### src/rtl/sdp_exp_pipe.sv
// rtl/sdp_exp_pipe.sv - expected-value delay line; each slot carries a value and an armed bit.
module sdp_exp_pipe #(
  parameter int W     = 1,
  parameter int DEPTH = 3
) (
  input  logic         clk_i,
  input  logic         rst_ni,
  input  logic [W-1:0] push_val_i,
  input  logic         push_arm_i,
  input  logic         reload_i,
  output logic [W-1:0] tail_val_o,
  output logic         tail_arm_o
);

  logic [W-1:0]     val_q [DEPTH];
  logic [W-1:0]     val_d [DEPTH];
  logic [DEPTH-1:0] arm_q;
  logic [DEPTH-1:0] arm_d;

  always_comb begin
    val_d = val_q;
    arm_d = arm_q;
    if (reload_i) begin
      for (int i = 0; i < DEPTH; i++) begin
        val_d[i] = '0;
        arm_d[i] = 1'b1;
      end
    end else begin
      val_d[0] = push_val_i;
      arm_d[0] = push_arm_i;
      for (int i = 1; i < DEPTH; i++) begin
        val_d[i] = val_q[i-1];
        arm_d[i] = arm_q[i-1];
      end
    end
  end

  always_ff @(posedge clk_i or negedge rst_ni) begin
    if (!rst_ni) begin
      for (int i = 0; i < DEPTH; i++) begin
        val_q[i] <= '0;
      end
      arm_q <= '0;
    end else begin
      val_q <= val_d;
      arm_q <= arm_d;
    end
  end

  assign tail_val_o = val_q[DEPTH-1];
  assign tail_arm_o = arm_q[DEPTH-1];

endmodule

### config.mk
export PLATFORM = sky130hd
export DESIGN_NAME = sdp_exp_pipe
export DESIGN_NICKNAME = d
export VERILOG_FILES = /design/src/rtl/sdp_exp_pipe.sv
export SDC_FILE = /design/constraint.sdc
export NUM_CORES = 1
export LEC_CHECK = 0
export ABC_AREA = 1
export CORE_AREA = 5 5 42 44
export CTS_BUF_LIST = sky130_fd_sc_hd__clkbuf_8
export CTS_CLUSTER_DIAMETER = 30
export DETAILED_ROUTE_END_ITERATION = 12
export DIE_AREA = 0 0 47 49
export MAX_ROUTING_LAYER = met4
export SLEW_MARGIN = 30
export SYNTH_ARGS = -nofsm -noshare
export SYNTH_HDL_FRONTEND = slang
export SYNTH_SLANG_ARGS = --single-unit
### constraint.sdc
create_clock -name clk_i -period 0.8 [get_ports clk_i]
set_input_delay 0.08 -clock clk_i [delete_from_list [all_inputs] [get_ports clk_i]]
set_output_delay 0.08 -clock clk_i [all_outputs]
set_load 0.01 [all_outputs]
# Word-level counts from Yosys, hierarchy flattened
# Index checks and enable logic that the tools add are counted.
word_totals:
  output_inout_bits: 2
  in_bits: 5
  wordCells: 6
  register_bits: 6
op_classes:
  mux: 2
ops:
  columns: ["op", "count"]
  rows:
  - ["$mux W3", 2]

# Depth between registers and ports, before layout
# Gate-level depths: netlist of the first run.
logic_depth:
  ltp_word: 1
  ltp_mapped: 2
  depth_no_buf: 2

# Worst setup path after synthesis of the first run
# OpenSTA, ideal clock, no wires.
synth_path:
  kind: "reg-to-reg"
  start: "register arm_q[1]"
  end: "register arm_q[2]"
  required_time_ns: 0.684
  setup_ns: 0.116
  path_buffers: 0
  path_slack_ns: 0.270
  arrival_ns: 0.414
  period_less_slack_ns: 0.530
  stages_incl_launch_ff: 3
  path_cell_list: "dfrtp_1 -> inv_1 -> nand2_1"
synth_via:
  elab_chain_len: 1
synth_rtl:
  columns: ["item", "line_no", "text"]
  rows:
  - ["start: declaration", "17", "logic [DEPTH-1:0] arm_q;"]
  - ["start signal: assignment", "46", "arm_q <= arm_d;"]
  - ["$mux W3", "23", "if (reload_i) begin"]
  - ["named net arm_d[2]", "18", "logic [DEPTH-1:0] arm_d;"]
# The timed path passes the listed nets, and every way through them passes these cells.

# Worst setup path after layout of the first run
layout_path:
  start: "register val_q (netlist bit tail_val_o)"
  end: "output tail_val_o"
layout_rtl:
  columns: ["item", "line_no", "text"]
  rows:
  - ["start: declaration", "15", "logic [W-1:0] val_q [DEPTH];"]
  - ["start signal: assignment", "45", "val_q <= val_d;"]
  - ["end: declaration", "11", "output logic [W-1:0] tail_val_o,"]
# No word-level cell between the ends.

==> load_flow_metrics.sql, run 1 <==
INSERT INTO impl_metrics (metric_group, metric, value, unit) VALUES
('run_status', 'run_status', 'complete, no violations', ''),
('timing', 'grt_setup_unrepaired', 'false', ''),
('layout', 'diodes', '0', ''),
('synthesis', 'top_cells_by_count_synth', '6 x sky130_fd_sc_hd__dfrtp_1, 6 x sky130_fd_sc_hd__inv_1, 3 x sky130_fd_sc_hd__nand2_1, 3 x sky130_fd_sc_hd__nor2_1, 1 x sky130_fd_sc_hd__inv_2', ''),
('synthesis', 'number_of_flops_mapped_to_enable_cells_by_yosys', '0', ''),
('place', 'dp_hpwl', '249', 'um'),
('flow_run', 'max_cap_viol_count', '0', ''),
('global_routing', 'grt_overflow', '0', ''),
('global_routing', 'grt_antenna_before_repair', '0', ''),
('worst_setup_path', 'arrival', '690', 'ps'),
('timing', 'timing.setup.tns', '0', 'ps'),
('power', 'total_leakage_power', '0.1605', 'nW'),
('place', 'portBuffers', '6', ''),
('power', 'power.sequential.fraction', '39.8', '%'),
('detailed_routing', 'first_pass_iters', '2', ''),
('synthesis', 'dominantRegCellSynth', 'sky130_fd_sc_hd__dfrtp_1', ''),
('clocking', 'clock_tree_from_tritoncts', 'built', ''),
('worst_setup_path', 'critical_path.slowest_cell', 'sky130_fd_sc_hd__dfrtp_1', ''),
('floorplanning', 'initial_utilization', '14.20', '%'),
('synthesis', 'syn-num-nets', '24', ''),
('floorplanning', 'die_w', '47', 'um'),
('layout', 'drive_above_1_share', '21.43', '%'),
('power', 'power_report.internal_total', '0.6625', 'mW'),
('timing', 'worst_clock_skew', '0.1082', 'ps'),
('layout', 'layout-area-overhead-vs-synth', '55.97', '%'),
('timing', 'timing_worst_slew_pin_value', '276.5', 'ps'),
('synthesis', 'syn-cell-area', '198.9', 'sq um'),
('detailed_routing', 'highest_metal_layer_with_signal_wires', 'met4', ''),
('timing', 'hold_viol_final', '0', ''),
('detailed_routing', 'dr_wl_met3', '64', 'um'),
('clocking', 'cts_inserted_buffers', '3', ''),
('timing', 'hold_ws', '106.2', 'ps'),
('synthesis', 'synth.yosys.warnings', '0', ''),
('layout', 'nets', '35', ''),
('synthesis', 'yosysTopAreaCell', 'sky130_fd_sc_hd__dfrtp_1', ''),
('detailed_routing', 'met2_wirelength', '122', 'um'),
('clocking', 'clk_latency', '220', 'ps'),
('worst_setup_path', 'cp.depth', '1', ''),
('place', 'postPlaceCellArea', '279.0', 'sq um'),
('clocking', 'clock_tree.buffer_depth', '2', ''),
('place', 'weighted_congestion_reported_at_the_end_of_routability_driven_placement', '0.6034', ''),
('detailed_routing', 'routedLengthMet1', '117', 'um'),
('worst_setup_path', 'worst_path_dominant_cell_family', 'flip-flops', ''),
('global_routing', 'grt.total_usage', '4.133', '%'),
('layout', 'final_core_utilization', '22.14', '%'),
('timing', 'clock.fmax', '1299', 'MHz'),
('detailed_routing', 'routedWlPerCell', '7.205', 'um'),
('worst_setup_path', 'crit_path_max_fanout', '1', ''),
('floorplanning', 'i_o_pins', '7', ''),
('power', 'vdd.ir_drop.worst', '0.4975', 'mV'),
('synthesis', 'synth.distinct_cells', '5', ''),
('floorplanning', 'core', '0.001401', 'sq mm'),
('detailed_routing', 'detailed_router_s_first_iteration_violation_count', '1', ''),
('power', 'post-layout-total-power', '0.8025', 'mW'),
('timing', 'worst_slew_margin_rel', '81.51', '%'),
('synthesis', 'synthArstFlopShare', '100.0', '%'),
('floorplanning', 'die-height', '49', 'um'),
('power', 'power_frac_comb', '5.4', '%'),
('clocking', 'cts-htree-levels', '1', ''),
('worst_setup_path', 'worst_setup_path_type', 'reg2out', ''),
('synthesis', 'synth_seq_area_share', '75.47', '%'),
('worst_setup_path', 'worst_setup_path_start_kind', 'flip-flop', ''),
('floorplanning', 'placementRows', '14', ''),
('detailed_routing', 'detail_routed_via_count_per_cell', '3.182', ''),
('synthesis', 'synth-seq-cells', '6', ''),
('timing', 'finalSetupViolCount', '0', ''),
('global_routing', 'grt_max_degree', '7', ''),
('detailed_routing', 'drt_drc_violations_left', '0', ''),
('timing', 'final_min_period_over_clock_period', '96.26', '%'),
('clocking', 'cts_root_buffer', 'sky130_fd_sc_hd__clkbuf_8', ''),
('global_routing', 'first_global_vias', '136', '');
cells in the final DEF (no fill, tap or decap):
master / instances
sky130_fd_sc_hd__buf_2: 2
sky130_fd_sc_hd__clkbuf_8: 3
sky130_fd_sc_hd__clkdlybuf4s50_1: 4
sky130_fd_sc_hd__dfrtp_1: 6
sky130_fd_sc_hd__inv_1: 6
sky130_fd_sc_hd__inv_2: 1
sky130_fd_sc_hd__nand2_1: 3
sky130_fd_sc_hd__nor2_1: 3
routing by layer:
metal  global-route usage, %  up-vias
li1                        -       68
met1                   4.232       62
met2                   3.620        8
met3                   4.797        2
met4                   4.147        0
met5                       -        -
path summary, 6_finish.rpt:
check	endpoint	from	slack [ps]
min reg2reg	arm_q[1]	arm_q[0]	420
min	val_q[1]	rst_ni	110
max in group asynchronous	arm_q[2]	rst_ni	480
max	tail_val_o	tail_val_o	30
min in group clk_i	val_q[2]	push_val_i	380
max reg2reg	arm_q[2]	arm_q[1]	250
sequential cells by signal, indices dropped and copies added (netlist names):
register / count
tail_val_o: 1
val_q: 2
arm_q: 3
cell type report:
type                    count  area, sq um
well taps                  16        20.02
clock buffers               3        41.29
flip-flops and latches      6        150.1
fillers                   166         1091
multi-input cells           6        22.52
inverters                   7        26.28
repair buffers              6        50.05
power groups by stage:
stage          clock, mW  combinational, mW  sequential, mW
3_5_place_dp           0             0.0470           0.323
2_1_floorplan          0             0.0113           0.324
5_1_grt            0.477             0.0507           0.321
6_report           0.440             0.0431           0.319
4_1_cts            0.458             0.0447           0.319
3_3_place_gp           0             0.0458           0.323
metrics by stage:
stage,setup slack [ps],cells
3_3_place_gp,-102.2,41
3_5_place_dp,-106.7,41
6_report,29.94,44
4_1_cts,20.56,44
2_1_floorplan,269.5,19
5_1_grt,13.16,44
cell families after synthesis:
kind of cell	count (synthesis)	synth area share [%]
flops	6	75.47
buf+inv	7	13.20
simple gates	6	11.32
timing repair:
| item | in CTS | in global routing |
|---|---|---|
| setup endpoints to repair | 2 | 0 |
| gates resized for setup | 8 | 0 |
| endpoints found under the hold margin | 0 | 0 |
| hold buffers | 0 | 0 |
Power figures use the tool's default switching activity.
==> inputs of run 2 (changes only) <==
--- a/config.mk
+++ b/config.mk
@@ -12,6 +12,7 @@
 export DETAILED_ROUTE_END_ITERATION = 12
 export DIE_AREA = 0 0 47 49
 export MAX_ROUTING_LAYER = met4
+export PLACE_DENSITY = 0.39
 export SLEW_MARGIN = 30
 export SYNTH_ARGS = -nofsm -noshare
 export SYNTH_HDL_FRONTEND = slang
==> run 2 against run 1 <==
First-iteration DRC count fell by 100%. Routed wire length is 0.95% higher. Non-clock buffer count unchanged. Power is 0.43% higher. Hold slack worse by 9.4 ps. Sequential power barely moved. Sequential share of layout area unchanged. Global-route usage shrank 0.21 points. Count of clock-buffer cells in the layout unchanged. Critical path type unchanged. Highest routed layer is now met3.
==> load_flow_metrics.sql, run 2 (synthesis results as in run 1) <==
INSERT INTO impl_metrics (metric_group, metric, value, unit) VALUES
('timing', 'grt_setup_unrepaired', 'true', ''),
('layout', 'layout-area-overhead-vs-synth', '55.97', '%'),
('clocking', 'clk_pin_slew_worst_paths', '30', 'ps'),
('detailed_routing', 'via_count', '140', ''),
('floorplanning', 'die-height', '49', 'um'),
('clocking', 'cts-htree-levels', '1', ''),
('detailed_routing', 'drt_drc_violations_left', '0', ''),
('worst_setup_path', 'worst_setup_path_type', 'reg2out', ''),
('clocking', 'holdBufCountCts', '0', ''),
('place', 'portBuffers', '6', ''),
('timing', 'worst_clock_skew', '0.07734', 'ps'),
('detailed_routing', 'detailed_router_s_first_iteration_violation_count', '0', ''),
('timing', 'clock.fmax', '1285', 'MHz'),
('floorplanning', 'initial_utilization', '14.20', '%'),
('floorplanning', 'dieArea', '0.002303', 'sq mm'),
('floorplanning', 'i_o_pins', '7', ''),
('global_routing', 'first_global_vias', '155', ''),
('worst_setup_path', 'reg2reg_to', 'tail_val_o', ''),
('timing', 'final_min_period_over_clock_period', '97.29', '%'),
('clocking', 'clock_tree.buffer_depth', '2', ''),
('timing', 'hold_viol_final', '0', ''),
('layout', 'diodes', '0', ''),
('place', 'preCtsSetupSlack', '-120.8', 'ps'),
('detailed_routing', 'drt-total-wl', '320', 'um'),
('layout', 'stdcell_count', '44', ''),
('floorplanning', 'placementRows', '14', ''),
('worst_setup_path', 'arrival', '700', 'ps'),
('layout', 'nets', '35', ''),
('global_routing', 'grt_max_degree', '7', ''),
('worst_setup_path', 'worst_path_largest_cell_delay', '350', 'ps'),
('detailed_routing', 'antenna_violating_nets_post_route', '0', ''),
('timing', 'worst_slew_margin_rel', '82.93', '%'),
('worst_setup_path', 'critical_path.n_buffers_inverters', '1', ''),
('worst_setup_path', 'r2r_cells', '2', ''),
('layout', 'registers.top_by_ff_count', 'arm_q', ''),
('worst_setup_path', 'critical_path.slowest_cell', 'sky130_fd_sc_hd__dfrtp_1', ''),
('timing', 'timing.final.max_slew_violations', '0', ''),
('detailed_routing', 'routedWlPerCell', '7.273', 'um'),
('power', 'total_leakage_power', '0.1605', 'nW'),
('detailed_routing', 'detail_routed_via_count_per_cell', '3.182', ''),
('worst_setup_path', 'crit_chain', 'buf_2', ''),
('layout', 'layout_common_cells', '6 x sky130_fd_sc_hd__inv_1, 6 x sky130_fd_sc_hd__dfrtp_1, 4 x sky130_fd_sc_hd__clkdlybuf4s50_1', ''),
('worst_setup_path', 'endpoint_kind', 'output pin', ''),
('worst_setup_path', 'required', '720', 'ps'),
('timing', 'timing_worst_slew_pin_value', '255.3', 'ps'),
('global_routing', 'grt_overflow', '0', ''),
('clocking', 'clkSinkCount', '6', ''),
('timing', 'finalSetupViolCount', '0', ''),
('flow_run', 'max_cap_viol_count', '0', ''),
('worst_setup_path', 'worst_setup_path_start_kind', 'flip-flop', ''),
('power', 'vdd.ir_drop.worst', '0.9432', 'mV'),
('worst_setup_path', 'r2r_start', 'val_q[1]', ''),
('place', 'dp_hpwl', '257.7', 'um'),
('global_routing', 'wire_length_of_the_first_global_routing_pass', '538', 'um'),
('clocking', 'clk_latency', '220', 'ps'),
('global_routing', 'grt_antenna_before_repair', '0', ''),
('floorplanning', 'core', '0.001401', 'sq mm'),
('timing', 'final_critical_path_setup_slack', '21.66', 'ps'),
('layout', 'largest_register_ffs', '3', ''),
('global_routing', 'grt.total_usage', '3.922', '%'),
('worst_setup_path', 'setup.reg_to_reg.worst_slack', '250', 'ps'),
('run_status', 'run_status', 'complete, no violations', ''),
('layout', 'layout.filler_cells', '161', ''),
('clocking', 'cts_inserted_buffers', '3', ''),
('detailed_routing', 'first_pass_iters', '1', ''),
('floorplanning', 'die_w', '47', 'um'),
('worst_setup_path', 'crit_path_max_fanout', '1', ''),
('layout', 'multi_input_comb_area', '22.52', 'sq um'),
('place', 'weighted_congestion_reported_at_the_end_of_routability_driven_placement', '0.6705', ''),
('power', 'power-per-cell-area', '2597', 'mW/mm^2'),
('hold_path', 'hold_class', 'in2async', ''),
('layout', 'drive_above_1_share', '21.43', '%'),
('timing', 'finalWorstPathRequiredPeriod', '778.3', 'ps'),
('worst_setup_path', 'worst_path_dominant_cell_family', 'flip-flops', ''),
('clocking', 'cts_root_buffer', 'sky130_fd_sc_hd__clkbuf_8', ''),
('layout', 'ff_latch_area', '150.1', 'sq um'),
('power', 'post-layout-total-power', '0.8059', 'mW'),
('clocking', 'clock_tree_from_tritoncts', 'built', ''),
('layout', 'final_core_utilization', '22.14', '%'),
('place', 'post-place-cells', '41', '');
-- run 2: repair_timing --
item                                    CTS  global route
endpoints found under the setup margin    2             1
hold endpoints to repair                  0             0
setup buffers                             0             0
gates resized for setup                   8             0
-- run 2: where the power goes --
group | switching, mW | total [mW] | internal (mW)
sequential | 0.00291 | 0.320 | 0.317
clock | 0.121 | 0.443 | 0.322
combinational | 0.0193 | 0.0429 | 0.0236
total | 0.143 | 0.806 | 0.663
-- run 2: how the worst max path moves through the flow --
| stage | slack (ps) | start | end | cells past startpoint |
|---|---|---|---|---|
| 6_report | 20 | arm_q[2] | tail_arm_o | 1 |
| 5_1_grt | -10 | arm_q[2] | tail_arm_o | 1 |
| 4_1_cts | 7 | arm_q[2] | tail_arm_o | 1 |
| 3_5_place_dp | -120 | tail_val_o | tail_val_o | 1 |
| 3_3_place_gp | -120 | tail_val_o | tail_val_o | 1 |
| 2_1_floorplan | 270 | arm_q[1] | arm_q[2] | 2 |
-- run 2: stage by stage --
| step | hold WS [ps] | setup TNS (ps) | area, sq um |
|---|---|---|---|
| 2_1_floorplan | -215.6 | 0 | 198.9 |
| 3_3_place_gp | 332.7 | -282.4 | 279.0 |
| 3_5_place_dp | 338.2 | -309.2 | 279.0 |
| 4_1_cts | 103.5 | 0 | 310.3 |
| 5_1_grt | 131.0 | -11.02 | 310.3 |
| 6_report | 96.81 | 0 | 310.3 |
-- run 2: cell type report --
| cell class | count | area share [%] |
|---|---|---|
| tap | 16 | 6.452 |
| inverter | 7 | 8.468 |
| clock buffer | 3 | 13.31 |
| timing repair buffer | 6 | 16.13 |
| multi-input combinational | 6 | 7.258 |
| sequential | 6 | 48.39 |
-- run 2: metal layers --
layer	vias to the layer above	part of all wire, %	wire length (um)	GRT usage (%)
met4	0	0	0	2.765
li1	68	-	-	-
met1	68	38	121	2.908
met5	-	0	0	-
met3	0	10	32	4.428
met2	4	52	166	5.204
==> inputs of run 3 (changes only) <==
--- a/config.mk
+++ b/config.mk
@@ -12,7 +12,7 @@
 export DETAILED_ROUTE_END_ITERATION = 12
 export DIE_AREA = 0 0 47 49
 export MAX_ROUTING_LAYER = met4
-export PLACE_DENSITY = 0.39
+export PLACE_DENSITY = 0.31
 export SLEW_MARGIN = 30
 export SYNTH_ARGS = -nofsm -noshare
 export SYNTH_HDL_FRONTEND = slang
==> run 3 against run 2 <==
Flip-flop and latch count unchanged. Die area unchanged. Via count decreased by 0.71%. Sequential share of layout area unchanged. Largest cell class unchanged. Highest routed layer unchanged.
==> load_flow_metrics.sql, run 3 (synthesis results as in run 1) <==
INSERT INTO impl_metrics (metric_group, metric, value, unit) VALUES
('detailed_routing', 'first_pass_iters', '2', ''),
('power', 'switching_share', '17.69', '%'),
('detailed_routing', 'drt-total-wl', '342', 'um'),
('layout', 'final_core_utilization', '22.14', '%'),
('floorplanning', 'die_w', '47', 'um'),
('worst_setup_path', 'crit_start', 'tail_val_o', ''),
('worst_setup_path', 'setup.reg_to_reg.worst_slack', '250', 'ps'),
('timing', 'finalWorstPathRequiredPeriod', '786.6', 'ps'),
('floorplanning', 'core', '0.001401', 'sq mm'),
('global_routing', 'first_global_vias', '145', ''),
('detailed_routing', 'detailed_router_s_first_iteration_violation_count', '3', ''),
('clocking', 'clock_tree_from_tritoncts', 'built', ''),
('power', 'vdd.ir_drop.worst', '1.028', 'mV'),
('worst_setup_path', 'endpoint_kind', 'output pin', ''),
('worst_setup_path', 'required', '720', 'ps'),
('clocking', 'clk_latency', '220', 'ps'),
('timing', 'hold_viol_final', '0', ''),
('floorplanning', 'initial_utilization', '14.20', '%'),
('flow_run', 'max_cap_viol_count', '0', ''),
('global_routing', 'grt_max_degree', '7', ''),
('layout', 'layout_common_cells', '6 x sky130_fd_sc_hd__inv_1, 6 x sky130_fd_sc_hd__dfrtp_1, 4 x sky130_fd_sc_hd__clkdlybuf4s50_1', ''),
('power', 'post-layout-total-power', '0.8052', 'mW'),
('global_routing', 'grt_overflow', '0', ''),
('worst_setup_path', 'r2r_cells', '2', ''),
('timing', 'timing.final.max_slew_violations', '0', ''),
('power', 'power_frac_clock', '54.9', '%'),
('power', 'power_frac_comb', '5.4', '%'),
('floorplanning', 'placementRows', '14', ''),
('detailed_routing', 'drt_drc_violations_left', '0', ''),
('layout', 'drive_above_1_share', '21.43', '%'),
('layout', 'layout-area-overhead-vs-synth', '55.97', '%'),
('run_status', 'run_status', 'complete, no violations', ''),
('detailed_routing', 'antenna_violating_nets_post_route', '0', ''),
('worst_setup_path', 'reg2reg_to', 'val_q[1]', ''),
('place', 'portBuffers', '6', ''),
('power', 'power_report.internal_total', '0.6628', 'mW'),
('layout', 'registers.top_by_ff_count', 'arm_q', ''),
('worst_setup_path', 'worst_setup_path_start_kind', 'flip-flop', ''),
('worst_setup_path', 'critical_path.slowest_cell', 'sky130_fd_sc_hd__dfrtp_1', ''),
('floorplanning', 'dieArea', '0.002303', 'sq mm'),
('clocking', 'cts_root_buffer', 'sky130_fd_sc_hd__clkbuf_8', ''),
('clocking', 'cts_inserted_buffers', '3', ''),
('detailed_routing', 'via_count', '139', ''),
('worst_setup_path', 'crit_path_max_fanout', '1', ''),
('worst_setup_path', 'worst_setup_path_type', 'reg2out', ''),
('worst_setup_path', 'crit_chain', 'buf_2', ''),
('layout', 'largest_register_ffs', '3', ''),
('worst_setup_path', 'worst_path_largest_cell_delay', '350', 'ps'),
('clocking', 'clkSinkCount', '6', ''),
('hold_path', 'hold_class', 'in2async', ''),
('worst_setup_path', 'worst_path_dominant_cell_family', 'flip-flops', ''),
('power', 'power-per-cell-area', '2595', 'mW/mm^2'),
('global_routing', 'grt.total_usage', '4.218', '%'),
('timing', 'clock.fmax', '1271', 'MHz'),
('layout', 'nets', '35', ''),
('global_routing', 'grt_antenna_before_repair', '0', ''),
('floorplanning', 'i_o_pins', '7', ''),
('power', 'total_leakage_power', '0.1605', 'nW'),
('layout', 'diodes', '0', ''),
('place', 'weighted_congestion_reported_at_the_end_of_routability_driven_placement', '0.6429', ''),
('timing', 'worst_slew_margin_rel', '82.03', '%'),
('timing', 'grt_setup_unrepaired', 'true', ''),
('clocking', 'clock_tree.buffer_depth', '2', ''),
('floorplanning', 'die-height', '49', 'um'),
('layout', 'layout.filler_cells', '165', ''),
('detailed_routing', 'routedWlPerCell', '7.773', 'um'),
('detailed_routing', 'detail_routed_via_count_per_cell', '3.159', ''),
('global_routing', 'wire_length_of_the_first_global_routing_pass', '572', 'um'),
('timing', 'timing_worst_slew_pin_value', '268.8', 'ps'),
('power', 'power_switching', '0.1424', 'mW'),
('timing', 'worst_clock_skew', '0.03723', 'ps'),
('timing', 'final_min_period_over_clock_period', '98.32', '%'),
('clocking', 'clk_pin_slew_worst_paths', '40', 'ps'),
('timing', 'finalSetupViolCount', '0', ''),
('worst_setup_path', 'arrival', '710', 'ps'),
('worst_setup_path', 'critical_path.n_buffers_inverters', '1', ''),
('clocking', 'cts-htree-levels', '1', ''),
('worst_setup_path', 'r2r_start', 'val_q[2]', ''),
('power', 'power.sequential.fraction', '39.7', '%'),
('place', 'dp_hpwl', '261.4', 'um'),
('clocking', 'cts.repair_timing.setup_buffer_count', '0', '');
-- run 3: cell counts in the layout (fill, tap and decap cells not counted) --
No cell type changed its count.
-- run 3: power groups by stage --
stage	combinational, mW	clock [mW]	sequential (mW)
floorplan	0.0113	0	0.324
detailed placement	0.0470	0	0.324
global route	0.0505	0.477	0.321
CTS	0.0449	0.461	0.320
global placement	0.0478	0	0.323
finish	0.0433	0.442	0.320
-- run 3: final cells by class --
cell class                      instances  area (sq um)  share of cell area, %
Multi-Input combinational cell          6         22.52                  7.258
Sequential cell                         6         150.1                  48.39
Tap cell                               16         20.02                  6.452
Timing Repair Buffer                    6         50.05                  16.13
Inverter                                7         26.28                  8.468
Clock buffer                            3         41.29                  13.31
-- run 3: worst max-delay path by stage --
stage,to,cells past startpoint
after floorplan,arm_q[2],2
after global placement,tail_val_o,1
after detailed placement,tail_val_o,1
after CTS,tail_val_o,1
after global routing,tail_arm_o,1
final,tail_val_o,1
-- run 3: metrics by stage --
stage	hold WS (ps)	instances	setup WS [ps]	setup TNS (ps)	instance area (sq um)
after floorplan	-215.6	19	269.5	0	198.9
after global placement	349.0	41	-120.5	-327.6	279.0
after detailed placement	342.5	41	-122.4	-341.5	279.0
after CTS	108.6	44	1.692	0	310.3
after global routing	129.4	44	-15.41	-23.49	310.3
final	99.70	44	13.41	0	310.3
-- run 3: repair_timing --
action | 4_1_cts | 5_1_grt
endpoints found under the hold margin | 0 | 0
endpoints found under the setup margin | 2 | 2
cloned | 0 | 0
hold buffers | 0 | 0
resized for setup | 8 | 0
-- run 3: layer usage --
layer  part of all wire, %  routed length [um]  global-route usage, %  vias up
met3                    20                  68                  6.642        0
met2                    38                 130                  4.299       10
met1                    42                 144                  4.045       61
li1                      -                   -                      -       68
met5                     0                   0                      -        -
met4                     0                   0                  1.382        0
